$ cat src/rtl/led_blink_pkg.sv
`default_nettype none
// ----------------------------------------------------------------------------
// Module : led_blink_pkg
// Brief  : Mode encoding, channel state record and sizing helper for the bank.
// Rev    : 1.0
// ----------------------------------------------------------------------------
package led_blink_pkg;

  typedef enum logic [1:0] {
    MODE_OFF   = 2'd0,
    MODE_ON    = 2'd1,
    MODE_BLINK = 2'd2,
    MODE_PULSE = 2'd3
  } mode_t;

  localparam int unsigned CNT_W_MAX = 32;

  // Widest channel record, for debug taps that must cover any CNT_W.
  typedef struct packed {
    mode_t                mode;
    logic [CNT_W_MAX-1:0] half;
    logic [CNT_W_MAX-1:0] cnt;
    logic                 led;
  } chan_state_t;

  function automatic int unsigned ch_width(input int unsigned nch);
    return (nch > 1) ? $clog2(nch) : 1;
  endfunction

endpackage
`default_nettype wire

$ cat src/rtl/led_blink_bank_if.sv
`default_nettype none
// ----------------------------------------------------------------------------
// Module : led_blink_bank_if
// Brief  : Valid/ready configuration port of the LED blink bank.
// Rev    : 1.0
// ----------------------------------------------------------------------------
interface led_blink_bank_if #(
  parameter int NCH   = 8,
  parameter int CNT_W = 28
);
  import led_blink_pkg::*;

  localparam int CH_W = ch_width(NCH);

  logic             cfg_valid;
  logic             cfg_ready;
  logic [CH_W-1:0]  cfg_ch;
  mode_t            cfg_mode;
  logic [CNT_W-1:0] cfg_half;

  modport master (
    output cfg_valid,
    output cfg_ch,
    output cfg_mode,
    output cfg_half,
    input  cfg_ready
  );

  modport slave (
    input  cfg_valid,
    input  cfg_ch,
    input  cfg_mode,
    input  cfg_half,
    output cfg_ready
  );

endinterface
`default_nettype wire

$ cat src/rtl/led_blink_chan.sv
`default_nettype none
// ----------------------------------------------------------------------------
// Module : led_blink_chan
// Brief  : One LED channel: mode FSM, half-period counter, led and tick.
// Rev    : 1.0
// ----------------------------------------------------------------------------
module led_blink_chan
  import led_blink_pkg::*;
#(
  parameter int          CNT_W        = 28,
  parameter int unsigned DEFAULT_HALF = 50000000
) (
  input  wire logic             sys_clk,
  input  wire logic             sys_rst_n,
  input  wire logic             apply,
  input  wire mode_t            apply_mode,
  input  wire logic [CNT_W-1:0] apply_half,
  input  wire logic             sync,
  output logic                  led,
  output logic                  tick
);

  localparam logic [1:0] c_st_off   = 2'd0;
  localparam logic [1:0] c_st_on    = 2'd1;
  localparam logic [1:0] c_st_blink = 2'd2;
  localparam logic [1:0] c_st_pulse = 2'd3;

  localparam logic [CNT_W-1:0] c_one          = CNT_W'(1);
  localparam logic [CNT_W-1:0] c_default_half = CNT_W'(DEFAULT_HALF);

  logic [1:0]       r_mode;
  logic [CNT_W-1:0] r_half;
  logic [CNT_W-1:0] r_cnt;
  logic             r_led;
  logic             r_tick;

  logic [1:0]       w_apply_st;
  logic [CNT_W-1:0] w_apply_half;
  logic             w_wrap;

  assign w_apply_st   = apply_mode;
  assign w_apply_half = (apply_half == '0) ? c_one : apply_half;
  // r_cnt never passes r_half-1, so the equality test cannot miss a wrap.
  assign w_wrap       = (r_cnt == (r_half - c_one));

  always_ff @(posedge sys_clk or negedge sys_rst_n) begin
    if (!sys_rst_n) begin
      r_mode <= c_st_off;
      r_half <= c_default_half;
      r_cnt  <= '0;
      r_led  <= 1'b0;
      r_tick <= 1'b0;
    end else if (apply) begin
      r_mode <= w_apply_st;
      r_half <= w_apply_half;
      r_cnt  <= '0;
      r_led  <= (w_apply_st == c_st_on) || (w_apply_st == c_st_pulse);
      r_tick <= 1'b0;
    end else if (sync && (r_mode == c_st_blink)) begin
      r_cnt  <= '0;
      r_led  <= 1'b0;
      r_tick <= 1'b0;
    end else begin
      r_tick <= 1'b0;
      case (r_mode)
        c_st_blink: begin
          if (w_wrap) begin
            r_cnt  <= '0;
            r_led  <= ~r_led;
            r_tick <= 1'b1;
          end else begin
            r_cnt  <= r_cnt + c_one;
          end
        end
        c_st_pulse: begin
          if (w_wrap) begin
            r_cnt  <= '0;
            r_led  <= 1'b0;
            r_mode <= c_st_off;
            r_tick <= 1'b1;
          end else begin
            r_cnt  <= r_cnt + c_one;
          end
        end
        default: r_cnt <= '0;
      endcase
    end
  end

  assign led  = r_led;
  assign tick = r_tick;

endmodule
`default_nettype wire

$ cat src/rtl/led_blink_bank.sv
`default_nettype none
// ----------------------------------------------------------------------------
// Module : led_blink_bank
// Brief  : NCH independent LED channels behind a one-entry config register.
// Rev    : 1.0
// ----------------------------------------------------------------------------
module led_blink_bank
  import led_blink_pkg::*;
#(
  parameter int          NCH          = 8,
  parameter int          CNT_W        = 28,
  parameter int unsigned DEFAULT_HALF = 50000000
) (
  input  wire logic           sys_clk,
  input  wire logic           sys_rst_n,
  led_blink_bank_if.slave     cfg,
  input  wire logic           sync_i,
  output wire logic [NCH-1:0] led_o,
  output wire logic [NCH-1:0] tick_o
);

  localparam int CH_W = ch_width(NCH);

  logic             r_ready;
  logic             r_pend_valid;
  logic [CH_W-1:0]  r_pend_ch;
  mode_t            r_pend_mode;
  logic [CNT_W-1:0] r_pend_half;

  logic             w_accept;

  assign w_accept = cfg.cfg_valid && r_ready;

  // A captured entry is always applied on the very next edge, so ready only
  // drops for one cycle and the pending slot can never overflow.
  always_ff @(posedge sys_clk or negedge sys_rst_n) begin
    if (!sys_rst_n) begin
      r_ready      <= 1'b1;
      r_pend_valid <= 1'b0;
      r_pend_ch    <= '0;
      r_pend_mode  <= MODE_OFF;
      r_pend_half  <= '0;
    end else if (r_pend_valid) begin
      r_pend_valid <= 1'b0;
      r_ready      <= 1'b1;
    end else if (w_accept) begin
      r_pend_valid <= 1'b1;
      r_ready      <= 1'b0;
      r_pend_ch    <= cfg.cfg_ch;
      r_pend_mode  <= cfg.cfg_mode;
      r_pend_half  <= cfg.cfg_half;
    end
  end

  assign cfg.cfg_ready = r_ready;

  // Channel numbers at or above NCH match no decoder and are dropped.
  genvar i;
  generate
    for (i = 0; i < NCH; i++) begin : g_chan
      logic w_apply;
      assign w_apply = r_pend_valid && (r_pend_ch == CH_W'(i));

      led_blink_chan #(
        .CNT_W        (CNT_W),
        .DEFAULT_HALF (DEFAULT_HALF)
      ) u_chan (
        .sys_clk    (sys_clk),
        .sys_rst_n  (sys_rst_n),
        .apply      (w_apply),
        .apply_mode (r_pend_mode),
        .apply_half (r_pend_half),
        .sync       (sync_i),
        .led        (led_o[i]),
        .tick       (tick_o[i])
      );
    end
  endgenerate

endmodule
`default_nettype wire

$ cat src/flat_wrapper.sv
// flat-port wrapper written by rule: the top's interface ports become plain ports
module led_blink_bank_flat import led_blink_pkg::*;
#(
  parameter int          NCH          = 8,
  parameter int          CNT_W        = 28,
  parameter int unsigned DEFAULT_HALF = 50000000
)
  (sys_clk, sys_rst_n, sync_i, led_o, tick_o, cfg_cfg_valid, cfg_cfg_ch, cfg_cfg_mode, cfg_cfg_half, cfg_cfg_ready);
  led_blink_bank_if #(.NCH(NCH), .CNT_W(CNT_W)) cfg_i ();
  input  wire logic sys_clk;
  input  wire logic sys_rst_n;
  input  wire logic sync_i;
  output wire logic [NCH-1:0] led_o;
  output wire logic [NCH-1:0] tick_o;
  input wire logic [$bits(cfg_i.cfg_valid)-1:0] cfg_cfg_valid;
  input wire logic [$bits(cfg_i.cfg_ch)-1:0] cfg_cfg_ch;
  input wire logic [$bits(cfg_i.cfg_mode)-1:0] cfg_cfg_mode;
  input wire logic [$bits(cfg_i.cfg_half)-1:0] cfg_cfg_half;
  output wire logic [$bits(cfg_i.cfg_ready)-1:0] cfg_cfg_ready;
  assign cfg_i.cfg_valid = cfg_cfg_valid;
  assign cfg_i.cfg_ch = cfg_cfg_ch;
  assign cfg_i.cfg_mode = cfg_cfg_mode;
  assign cfg_i.cfg_half = cfg_cfg_half;
  assign cfg_cfg_ready = cfg_i.cfg_ready;
  led_blink_bank #(.NCH(NCH), .CNT_W(CNT_W), .DEFAULT_HALF(DEFAULT_HALF)) u_core (.sys_clk(sys_clk), .sys_rst_n(sys_rst_n), .cfg(cfg_i), .sync_i(sync_i), .led_o(led_o), .tick_o(tick_o));
endmodule
$ cat config.mk
export PLATFORM = sky130hd
export DESIGN_NAME = led_blink_bank_flat
export DESIGN_NICKNAME = d
export VERILOG_FILES = /design/src/rtl/led_blink_pkg.sv /design/src/rtl/led_blink_bank_if.sv /design/src/rtl/led_blink_chan.sv /design/src/rtl/led_blink_bank.sv /design/src/flat_wrapper.sv
export SDC_FILE = /design/constraint.sdc
export NUM_CORES = 1
export LEC_CHECK = 0
export BUFFER_PORTS_ARGS = -buffer_cell sky130_fd_sc_hd__buf_2
export CAP_MARGIN = 30
export CORE_AREA = 2 2 268 270
export CTS_CLUSTER_SIZE = 30
export DETAILED_ROUTE_END_ITERATION = 10
export DIE_AREA = 0 0 270 272
export PLACE_DENSITY = 0.65
export SYNTH_ARGS = -nofsm -noshare
export SYNTH_HDL_FRONTEND = slang
export SYNTH_HIERARCHICAL = 1
export SYNTH_SLANG_ARGS = --single-unit
$ cat constraint.sdc
create_clock -name sys_clk -period 10.7 [get_ports sys_clk]
set_clock_uncertainty 0.2 [all_clocks]
set_input_delay 1.07 -clock sys_clk [delete_from_list [all_inputs] [get_ports sys_clk]]
set_output_delay 1.07 -clock sys_clk [all_outputs]
set_load 0.005 [all_outputs]
-- After elaboration in Yosys (flattened, before gate mapping)
Index checks and enable logic that the tools add are counted.
- flip-flop bits (word level): 515
- bits in latches: 0
- RAM bits: 0
- bits in read-only memories: 0
- input port bits: 37
- output and inout bits: 17
- logic and storage cells: 338
- memories kept: 0
- add/subtract/negate cells: 16
- multipliers: 0
- divide/modulo/power cells: 0
- $lt $le $gt $ge: 0
- equality and inequality tests: 57
- shift-type cells: 0
- multiplexer cells: 141
- bitwise gates (word level): 9
- reduce and logical (&&, ||, !) cells: 70
- operators with widths (kind ; count):
    two-way mux 28 bit ; 33
    adder 28 x 1 -> 28 bit, second input constant ; 8
    equality test 28 bit ; 8
    subtractor 28 x 1 -> 28 bit, second input constant ; 8
    two-way mux 1 bit ; 68
    two-way mux 2 bit ; 32
    AND reduction 3 bit ; 16
    equality test 2 bit, second input constant ; 17
    nonzero test 2 bit ; 17
    != test 4 x 3 -> 1 bit, second input constant ; 8
    != test 4 bit, second input constant ; 8
    nonzero test 4 bit ; 8
    zero test 28 bit ; 1
    logical AND 1 bit ; 17
    != test 2 bit, second input constant ; 8
    one-hot mux 1 bit (2 select lines) ; 8
    OR reduction 2 bit ; 8
    equality test 3 bit, second input constant ; 4
    NOT 1 bit ; 9
    equality test 3 x 2 -> 1 bit, second input constant ; 2
    equality test 3 x 1 -> 1 bit, second input constant ; 1
    zero test 3 bit ; 1
    equality test 2 x 1 -> 1 bit, second input constant ; 1
    AND reduction 2 bit ; 1
    logical OR 1 bit ; 1

-- Longest topological paths before layout
- depth after elaboration: 6
- mapped depth: 12
- gate-level depth less buffers: 10

-- By module
Netlist, hierarchy kept.
- by module, submodules not included (module ; instances ; cells an instance ; area an instance (µm²) ; seq. area each (µm²)):
    led_blink_chan (u_core.g_chan[1].u_chan ...) ; 4 ; 379 ; 3717.3 ; 1516.5
    led_blink_chan (u_core.g_chan[5].u_chan ...) ; 3 ; 395 ; 3823.7 ; 1516.5
    led_blink_chan (u_core.g_chan[0].u_chan) ; 1 ; 379 ; 3681.0 ; 1516.5
    led_blink_bank ; 1 ; 88 ; 1485.2 ; 877.1

-- Worst setup path before layout
No wires, ideal clock.
- path kind: register to register
- from: reg u_core.g_chan[0].u_chan.r_half[2]
- to: reg u_core.g_chan[0].u_chan.r_cnt[19]
- setup time: 119 ps
- data arrival time: 3285 ps
- setup slack: 7096 ps
- cell stages (with the launch flop): 12
- buffers on the path: 3
- period minus slack after synthesis: 3604 ps
- cell sequence: dfrtp_1 buf_6 or3_1 buf_6 or4_4 or4b_1 a21oi_1 o22ai_1 or4_4 o21ai_4 buf_6 nor2_2
- cells in the longest elaborated chain, start to end: 6
- RTL lines (element ; RTL line ; text):
    start, declared ; led_blink_chan.sv:32 ; logic [CNT_W-1:0] r_half;
    start signal, assigned ; led_blink_chan.sv:49 ; r_half <= c_default_half;
    start signal, assigned ; led_blink_chan.sv:55 ; r_half <= w_apply_half;
    subtractor 28 x 1 -> 28 bit ; led_blink_chan.sv:44 ; assign w_wrap = (r_cnt == (r_half - c_one));
    equality test 28 bit ; led_blink_chan.sv:44 ;
    two-way mux 28 bit ; led_blink_chan.sv:67, led_blink_chan.sv:76 ;
    two-way mux 28 bit ; - ;
    two-way mux 28 bit ; led_blink_chan.sv:59 ; end else if (sync && (r_mode == c_st_blink)) begin
    two-way mux 28 bit ; led_blink_chan.sv:53 ; end else if (apply) begin
    end signal, assigned ; led_blink_chan.sv:72 ; r_cnt <= r_cnt + c_one;
    end signal, assigned ; led_blink_chan.sv:82 ; r_cnt <= r_cnt + c_one;
    end, declared ; led_blink_chan.sv:33 ; logic [CNT_W-1:0] r_cnt;
Every way passes these cells.
A chain may end at the register's enable or synchronous reset.

-- Final worst setup path
- from: reg u_core.g_chan[0].u_chan.r_half[2]
- to: reg u_core.g_chan[0].u_chan.r_cnt[14]
Same word-level chain as after synthesis.

==> impl_metrics.yaml <==
route:
  vias_per_cell: 5.80
  drt-initial-drc-count: 2002
  wl_mm: 82.1
  wire_per_inst_microns: 19.6
  drt_pass1_iterations: 5
  via_count: 24242
  drc: 0
  route.antenna.remaining_nets: 0
power_and_ir_drop:
  finalPower_mw: 4.07
  power.leakage_nw: 14.5
  powerDensity_mw_per_mm2: 117
  worst_ir_drop_vdd_v: 0.000116
clocking:
  cts_resized: 0
  cts_buffer_depth: 3
  htree_levels: 2
  clk_latency_ns: 0.62
  clkSinkCount: 515
  cts_tree: "done"
  clockRootBuffer: "clkbuf_16"
  cts_setup_buffers: 0
  numCtsBuffers: 55
  cts.hold.buffers_added: 0
  clkSlewWorstSetupHoldPaths_ns: 0.07
yosys:
  synth_area_sq_mm: 0.0315
  ys_seq_area_share_pct: 41.3
  ys_types: 79
  synth-edff-count: 0
  synth_ff_type: "dfrtp_1"
  synth_cells: 3168
  avgSynthCellArea_sq_um: 9.95
  syn-num-nets: 3221
  async_flop_share_pct: 100
  ys_seq_elements: 515
  ys.warnings.count: 6
setup_path:
  r2r-start: "u_core/g_chan[0].u_chan/r_half[2]$_DFFE_PN0P_"
  critPathKind: "flop to flop"
  crit_fanout: 28
  rr_worst_depth: 8
  worst_ep_arrival_time_ns: 4.49
  reg2reg_to: "u_core/g_chan[0].u_chan/r_cnt[14]$_DFF_PN0_"
  required_ns: 10.96
  end_kind: "flop"
  cp-start-kind: "flop"
  r2r_setup_slack_ns: 6.46
min_path:
  hp-class: "input port to asynchronous set/reset pin"
timing:
  worstMarginPinSlew_ns: 1.10
  setup_viol: 0
  fin_tns_setup_ns: 0
  period_minus_slack_ns: 4.24
  relSlewSlack_pct: 26.5
  finalCritPeriodShare_pct: 39.6
  drv_slew: 0
  whs_ns: 0.247
  rsz0062_at_grt: "no"
  finalHoldViolCount: 0
  fmax_mhz: 236
floorplanning:
  ios: 54
  fp.dieH_microns: 272
  core_area_sq_mm: 0.0708
  num_rows: 98
  initial_core_util_pct: 44.5
  die_x_microns: 270
  die_area_sq_mm: 0.0734
cells_and_area:
  final_cell_mix: "dfrtp_1, xnor2_1, nor2_1"
  final_nets: 3238
  final_common_cell: "dfrtp_1"
  finish.utilization_pct: 49.1
  syn2layout_area_growth_pct: 10.3
  fin_area_sq_mm: 0.0347
  drive_gt1_share_pct: 19.5
  nFillCells: 6512
  diodes: 0
placed_design:
  dpl.hpwl_mm: 54.1
  placed_area_sq_mm: 0.0327
  portBuffers: 53
  gp_congestion: 0.916
global_routing:
  grt_pass1_vias: 23569
  grt_max_degree: 168
  gr-usage-all-layers_pct: 22.1
  grt-ovfl-total: 0
  antenna_found_initial: 1
  grt_pass1_wl_mm: 132
job:
  drv_cap: 0
status:
  status: "finished clean"
-- how the worst max path moves through the flow --
stage / start / to / slack [ns] / cells past startpoint
after global routing: u_core/g_chan[0].u_chan/r_half[2]$_DFFE_PN0P_ / u_core/g_chan[0].u_chan/r_cnt[14]$_DFF_PN0_ / 6.24 / 8
after CTS: u_core/g_chan[0].u_chan/r_half[2]$_DFFE_PN0P_ / u_core/g_chan[0].u_chan/r_cnt[14]$_DFF_PN0_ / 6.48 / 8
after detailed placement: u_core/g_chan[0].u_chan/r_half[2]$_DFFE_PN0P_ / u_core/g_chan[0].u_chan/r_cnt[14]$_DFF_PN0_ / 6.49 / 8
after global placement: u_core/g_chan[0].u_chan/r_half[2]$_DFFE_PN0P_ / u_core/g_chan[0].u_chan/r_cnt[2]$_DFF_PN0_ / 6.53 / 8
final: u_core/g_chan[0].u_chan/r_half[2]$_DFFE_PN0P_ / u_core/g_chan[0].u_chan/r_cnt[14]$_DFF_PN0_ / 6.46 / 8
after floorplan: u_core/g_chan[0].u_chan/r_half[2]$_DFFE_PN0P_ / u_core/g_chan[0].u_chan/r_cnt[19]$_DFF_PN0_ / 7.10 / 11
-- synth_stat cells (25+ instances only) --
master | number | area, sq um
nand2b_1 | 27 | 169
nor2b_1 | 42 | 263
inv_1 | 65 | 244
clkbuf_1 | 84 | 315
or3_1 | 27 | 169
buf_6 | 25 | 282
mux2_4 | 29 | 435
nand4_1 | 72 | 450
nand2_1 | 171 | 642
nor4_1 | 129 | 807
dfstp_2 | 97 | 2550
nor3_1 | 182 | 911
and4_1 | 32 | 280
o21ai_0 | 82 | 410
nor2_1 | 282 | 1060
xor2_1 | 212 | 1860
xnor2_1 | 285 | 2500
dfrtp_1 | 418 | 10500
or4_1 | 33 | 248
mux2_2 | 199 | 2240
and3_1 | 63 | 394
nand3_1 | 133 | 666
a21oi_1 | 56 | 280
-- power by group --
part | internal, mW | switching [mW]
logic | 0.00905 | 0.0442
registers | 1.95 | 0
clock network | 1.25 | 0.816
total | 3.21 | 0.860
-- kinds of logic (layout without fill, tap and decap cells) --
group	count (synthesis)	count (layout)	synth area share (%)
AOI/OAI and AO/OA	307	307	6.68
xor gates and xnor gates	497	497	13.8
adders and majority gates	16	16	0.635
buffers and inverters	209	272	3.28
DFF	515	515	41.3
muxes	252	252	9.26
and+or+nand+nor	1372	1372	25.0
-- routing by layer --
metal  track usage (%)  part of all wire, %
met5                 0                    0
met4              5.32                  2.1
met3              4.13                  6.6
met2              35.6                   46
met1              30.9                   46
-- worst max-delay path, stage by stage, from the launching register on --
cell and delay (ns):
dfrtp_1 0.46, or3_1 0.50, or4_4 0.64, or4b_1 0.54
a21oi_1 0.16, o22ai_1 0.10, or4_4 0.58, o21ai_4 0.74
nor2_1 0.14
-- sequential cells by signal, summed over array words and instances (netlist names) --
| register | count |
|---|---|
| u_core/r_pend_valid | 1 |
| u_core/r_pend_half | 28 |
| u_core/g_chan.u_chan/r_cnt | 224 |
| u_core/g_chan.u_chan/r_mode | 16 |
| u_core/g_chan.u_chan/r_half | 224 |
| u_core/r_pend_ch | 3 |
| u_core/g_chan.u_chan/tick | 8 |
| u_core/r_pend_mode | 2 |
| u_core/g_chan.u_chan/led | 8 |
| u_core/cfg.cfg_ready | 1 |
-- final cells by class --
class	count	area, sq um	share of cell area [%]
sequential	515	13000	37.4
timing repair buffer	104	808	2.33
multi-input combinational	2444	17500	50.5
tap	950	1190	3.42
clock inverter	25	334	0.962
clock buffer	78	1630	4.68
inverter	65	244	0.702
-- stage by stage --
step | setup slack, ns | instances
2_1_floorplan | 7.10 | 3168
4_1_cts | 6.48 | 4176
5_1_grt | 6.24 | 4181
3_5_place_dp | 6.49 | 4073
6_report | 6.46 | 4181
3_3_place_gp | 6.53 | 4068
Power figures use the tool's default switching activity.
